<file path="config.mk">
export PLATFORM = sky130hd
export DESIGN_NAME = td4_sequencer
export DESIGN_NICKNAME = d
export VERILOG_FILES = /design/src/rtl/td4_pkg.sv /design/src/rtl/td4_prog_mem.sv /design/src/rtl/td4_sequencer.sv
export SDC_FILE = /design/constraint.sdc
export NUM_CORES = 1
export LEC_CHECK = 0
export BUFFER_PORTS_ARGS = -buffer_cell sky130_fd_sc_hd__buf_2
export CORE_MARGIN = 5
export CORE_UTILIZATION = 32
export CTS_BUF_LIST = sky130_fd_sc_hd__clkbuf_4
export DETAILED_ROUTE_END_ITERATION = 10
export SETUP_SLACK_MARGIN = 0.15
export SYNTH_ARGS = -nofsm -noshare
export SYNTH_HDL_FRONTEND = slang
export SYNTH_SLANG_ARGS = --single-unit
</file>
<file path="constraint.sdc">
create_clock -name clk -period 6.3 [get_ports clk]
set_input_delay 1.26 -clock clk [delete_from_list [all_inputs] [get_ports clk]]
set_output_delay 1.26 -clock clk [all_outputs]
set_load 0.005 [all_outputs]
</file>
<file path="src/rtl/td4_pkg.sv">
// Shared TD4 definitions: instruction field widths, sequencer states and ISA opcodes.
package td4_pkg;

  localparam int unsigned OPC_W   = 4;
  localparam int unsigned IMM_W   = 4;
  localparam int unsigned PC_W    = 4;
  localparam int unsigned INSTR_W = OPC_W + IMM_W;
  localparam int unsigned DEPTH   = 1 << PC_W;

  typedef enum logic [1:0] {
    IDLE  = 2'd0,
    RUN   = 2'd1,
    STEP  = 2'd2,
    BREAK = 2'd3
  } seq_state_e;

  // TD4 opcodes, shared with the core's decoder.
  localparam logic [OPC_W-1:0] OP_ADD_A_IM = 4'b0000;
  localparam logic [OPC_W-1:0] OP_MOV_A_B  = 4'b0001;
  localparam logic [OPC_W-1:0] OP_IN_A     = 4'b0010;
  localparam logic [OPC_W-1:0] OP_MOV_A_IM = 4'b0011;
  localparam logic [OPC_W-1:0] OP_MOV_B_A  = 4'b0100;
  localparam logic [OPC_W-1:0] OP_ADD_B_IM = 4'b0101;
  localparam logic [OPC_W-1:0] OP_IN_B     = 4'b0110;
  localparam logic [OPC_W-1:0] OP_MOV_B_IM = 4'b0111;
  localparam logic [OPC_W-1:0] OP_OUT_B    = 4'b1001;
  localparam logic [OPC_W-1:0] OP_OUT_IM   = 4'b1011;
  localparam logic [OPC_W-1:0] OP_JNC      = 4'b1110;
  localparam logic [OPC_W-1:0] OP_JMP      = 4'b1111;

endpackage

</file>
<file path="src/rtl/td4_prog_mem.sv">
// 16x8 program store: one synchronous write port, one combinational read port,
// every entry cleared by the asynchronous reset.
module td4_prog_mem
  import td4_pkg::*;
(
  input  logic               clk,
  input  logic               rst_n,
  input  logic               we_i,
  input  logic [PC_W-1:0]    waddr_i,
  input  logic [INSTR_W-1:0] wdata_i,
  input  logic [PC_W-1:0]    raddr_i,
  output logic [INSTR_W-1:0] rdata_o
);

  logic [INSTR_W-1:0] mem_q [DEPTH];

  always_ff @(posedge clk or negedge rst_n) begin
    if (!rst_n) begin
      for (int unsigned i = 0; i < DEPTH; i++) begin
        mem_q[i] <= '0;
      end
    end else if (we_i) begin
      mem_q[waddr_i] <= wdata_i;
    end
  end

  assign rdata_o = mem_q[raddr_i];

endmodule

</file>
<file path="src/rtl/td4_sequencer.sv">
// Run-control for the TD4 core: program load port, run/step/halt FSM,
// single hardware breakpoint and a saturating executed-instruction counter.
module td4_sequencer
  import td4_pkg::*;
(
  input  logic               clk,
  input  logic               rst_n,
  input  logic               load_valid,
  output logic               load_ready,
  input  logic [PC_W-1:0]    load_addr,
  input  logic [INSTR_W-1:0] load_data,
  input  logic               run_req,
  input  logic               step_req,
  input  logic               halt_req,
  input  logic               bp_en,
  input  logic [PC_W-1:0]    bp_addr,
  input  logic [PC_W-1:0]    pc_in,
  output logic [OPC_W-1:0]   opcode,
  output logic [IMM_W-1:0]   immediate,
  output logic               cpu_en,
  output logic [1:0]         state_o,
  output logic [7:0]         exec_count
);

  seq_state_e         state_q, state_d;
  logic               skip_bp_q, skip_bp_d;
  logic [7:0]         cnt_q, cnt_d;
  logic               bp_hit;
  logic               mem_we;
  logic [INSTR_W-1:0] instr;

  assign load_ready = (state_q != RUN);
  assign mem_we     = load_valid && load_ready;

  td4_prog_mem u_mem (
    .clk     (clk),
    .rst_n   (rst_n),
    .we_i    (mem_we),
    .waddr_i (load_addr),
    .wdata_i (load_data),
    .raddr_i (pc_in),
    .rdata_o (instr)
  );

  assign opcode    = instr[INSTR_W-1:IMM_W];
  assign immediate = instr[IMM_W-1:0];

  assign bp_hit = (state_q == RUN) && bp_en && (pc_in == bp_addr) && !skip_bp_q;
  assign cpu_en = ((state_q == RUN) && !bp_hit) || (state_q == STEP);

  always_comb begin
    state_d   = state_q;
    skip_bp_d = skip_bp_q;
    cnt_d     = cnt_q;

    unique case (state_q)
      IDLE, BREAK: begin
        if (halt_req) begin
          state_d = IDLE;
        end else if (step_req) begin
          state_d = STEP;
        end else if (run_req) begin
          state_d = RUN;
        end
        // Resuming from a breakpoint must execute the breakpointed instruction once.
        if (state_q == BREAK && !halt_req && (step_req || run_req)) begin
          skip_bp_d = 1'b1;
        end
      end
      RUN: begin
        if (halt_req) begin
          state_d = IDLE;
        end else if (bp_hit) begin
          state_d = BREAK;
        end
      end
      STEP: begin
        state_d = IDLE;
      end
      default: state_d = IDLE;
    endcase

    if (cpu_en) begin
      skip_bp_d = 1'b0;
      if (cnt_q != 8'hFF) begin
        cnt_d = cnt_q + 8'd1;
      end
    end
  end

  always_ff @(posedge clk or negedge rst_n) begin
    if (!rst_n) begin
      state_q   <= IDLE;
      skip_bp_q <= 1'b0;
      cnt_q     <= '0;
    end else begin
      state_q   <= state_d;
      skip_bp_q <= skip_bp_d;
      cnt_q     <= cnt_d;
    end
  end

  assign state_o    = state_q;
  assign exec_count = cnt_q;

endmodule
</file>
==> flow_summary.toml <==
[run_status]
outcome = "complete, no violations"

[synthesis]
synth_nets = 445
synth_ff_type = "dfrtp_1"
ys_ff_latch = 139
synth_top_area_share_pct = 52.6
synth_common_cells = "139 x dfrtp_1, 119 x mux2_2, 24 x mux4_1"
synth-seq-area-share_pct = 52.6
synth_area_per_cell_sq_um = 16.0
synth_cells = 414
synth_area_leaders = "dfrtp_1 53%, mux2_2 20%, mux4_1 9.5%"
synth.distinct_cells = 38
synth_edf_count = 0
yosysWarnings = 0
syn_area_sq_um = 6610
yosys.area.top_type = "dfrtp_1"
async_flop_share_pct = 100
synth_most_common_cell = "dfrtp_1"

[sta]
setup_viol = 0
post-route-period-util_pct = 74.1
tns_ns = 0
skew_ns = 0.0224
rsz0062_at_grt = "false"
hold_viol = 0
slew_viol_final = 0
timing.fmax_ghz = 0.214
slew_headroom_pct = 26.6
worst_pin_slew_ns = 1.10
layout_min_cycle_time_ns = 4.67

[setup_path]
r2r_cells = 7
cp_max_fo = 33
r2r_start = "state_o[1]$_DFFE_PN0P_"
crit_top_cell = "buf_2"
r2r_slack_ns = 3.86
critPathArrivalTime_ns = 3.41
worstPathRequired_ns = 5.04
start_kind = "input pin"
critPathMaxStageDelay_ns = 0.81
timing.rr.end = "u_mem.mem_q[122]$_DFFE_PN0P_"
path_delay_family = "multiplexers"
crit_buf_inv = 2
path_class = "input pin to output port"
path_cells = "buf_2 -> mux4_1 -> mux4_2 -> buf_2"
end_kind = "output port"
worst_path_max_delay_cell = "buf_2"

[power]
power_frac_seq_pct = 52.8
p_sw_w = 0.000740
switching_share_pct = 28.8
pwr-share-clk_pct = 19.5
max-vdd-ir-drop_mv = 0.169
p_int_w = 0.00183
combinationalPowerShare_pct = 27.7
p_leak_nw = 3.19
powerDensity_nw_per_um2 = 353

[hold_path]
holdPathEnd = "u_mem.mem_q[8]$_DFFE_PN0P_"
hold_class = "flop to flop"
hold_start = "u_mem.mem_q[8]$_DFFE_PN0P_"
min_path_cells = 1

[global_route]
grt_antenna_before_repair = 1
grt_pass1_vias = 4118
grt-ovfl-total = 0
grt_pass1_wl_mm = 24.1
grt_use_total_pct = 13.3
grt_max_degree = 74

[placed_design]
io_buffers = 46
dpl_cell_area_sq_um = 7060
dp_hpwl_mm = 9.82
place_congestion = 0.766

[clock_network]
clock_sinks = 139
cts_tree = "done"
worstSkewPairLatency_ns = 0.54
holdBufCountCts = 0
cts_resized = 0
post_cts_buffers = 0
h-tree-depth = 4
root_buffer = "clkbuf_4"
clockBufferDepth = 2
clkTransAtPathRegs_ns = 0.10
cts_buffers = 17

[route]
drt_iter0_drc = 160
vias_per_cell = 5.19
avgRoutedWirePerCell_um = 20.7
drtAntennaViolNets = 0
first_pass_iters = 4
drt-total-wl_mm = 15.3
route.detailed.drc = 0
vias = 3838

[cells_and_area]
drive_gt1_share_pct = 46.1
areaGrowthSynthToFinish_pct = 10.2
layout.nets = 490
stdcell_area_sq_um = 7280

[die]
ios = 47
die_x_um = 154
core_sq_um = 20300
start_util_pct = 32.6
fp.dieH_um = 154
die_area_sq_um = 23600
core.rowCount = 52

[job]
max_cap_viol_count = 0
## routing by layer
layer / share of wire, % / up-vias / track usage, %
met3: 5.2 / 8 / 4.05
met5: 0 / - / 0
met2: 47 / 100 / 20.7
met1: 47 / 2063 / 18.5
met4: 0.59 / 0 / 2.65
li1: - / 1667 / -
## cell type report
class	instances	area, sq um
Antenna cell	1	2.50
Clock buffer	19	143
Multi-Input combinational cell	250	2980
Sequential cell	139	3480
Tap cell	270	338
Clock inverter	10	80.1
Fill cell	1970	13000
Inverter	3	11.3
Timing Repair Buffer	48	251
## state kept, by name, indices dropped and copies added (netlist names)
signal       cells
u_mem.mem_q    128
exec_count       8
state_o          2
skip_bp_q        1
## logic make-up after synthesis
kind of cell,after synthesis,synth area share [%]
buf+inv,25,2.25
simple gates,52,4.39
mux,169,37.0
flops,139,52.6
xor+xnor,11,1.46
compound gates,14,1.51
fa+ha+maj,4,0.757
## power groups by stage
| stage | combinational, W | sequential (W) | clock (W) |
|---|---|---|---|
| after global placement | 0.000683 | 0.00136 | 0 |
| after floorplan | 0.000541 | 0.00132 | 0 |
| after CTS | 0.000723 | 0.00136 | 0.000521 |
| final | 0.000712 | 0.00136 | 0.000502 |
| after detailed placement | 0.000720 | 0.00138 | 0 |
| after global routing | 0.000783 | 0.00140 | 0.000553 |
## worst max path at each step
stage / depth (start not counted) / slack [ns] / from / endpoint
after floorplan: 4 / 2.43 / pc_in[1] / immediate[0]
after global placement: 4 / 1.65 / pc_in[0] / opcode[3]
after detailed placement: 4 / 1.63 / pc_in[0] / immediate[3]
after CTS: 4 / 1.63 / pc_in[0] / immediate[3]
after global routing: 4 / 1.53 / pc_in[0] / immediate[1]
final: 4 / 1.63 / pc_in[0] / immediate[3]
## through the flow
| step | power, W | std cells | worst slack, ns | utilization [%] | hold WS, ns |
|---|---|---|---|---|---|
| after floorplan | 0.00186 | 414 | 2.43 | - | 0.449 |
| after CTS | 0.00260 | 739 | 1.63 | 35.9 | 0.497 |
| after global routing | 0.00273 | 740 | 1.53 | 35.9 | 0.523 |
| final | 0.00257 | 740 | 1.63 | 35.9 | 0.500 |
| after global placement | 0.00205 | 710 | 1.65 | 34.8 | 0.461 |
| after detailed placement | 0.00210 | 710 | 1.63 | 34.8 | 0.474 |
## cell usage in the layout (no fill, tap or decap), types with 4 or more instances in the layout
cell	instances
ha_1	4
mux2_1	10
mux4_2	16
dfrtp_1	139
clkbuf_4	19
buf_2	45
mux4_1	24
xnor2_1	7
mux2_2	119
nand2_1	17
xor2_1	4
nor2_1	11
nor2b_1	6
Note: power is estimated with default switching activity, not from simulation.
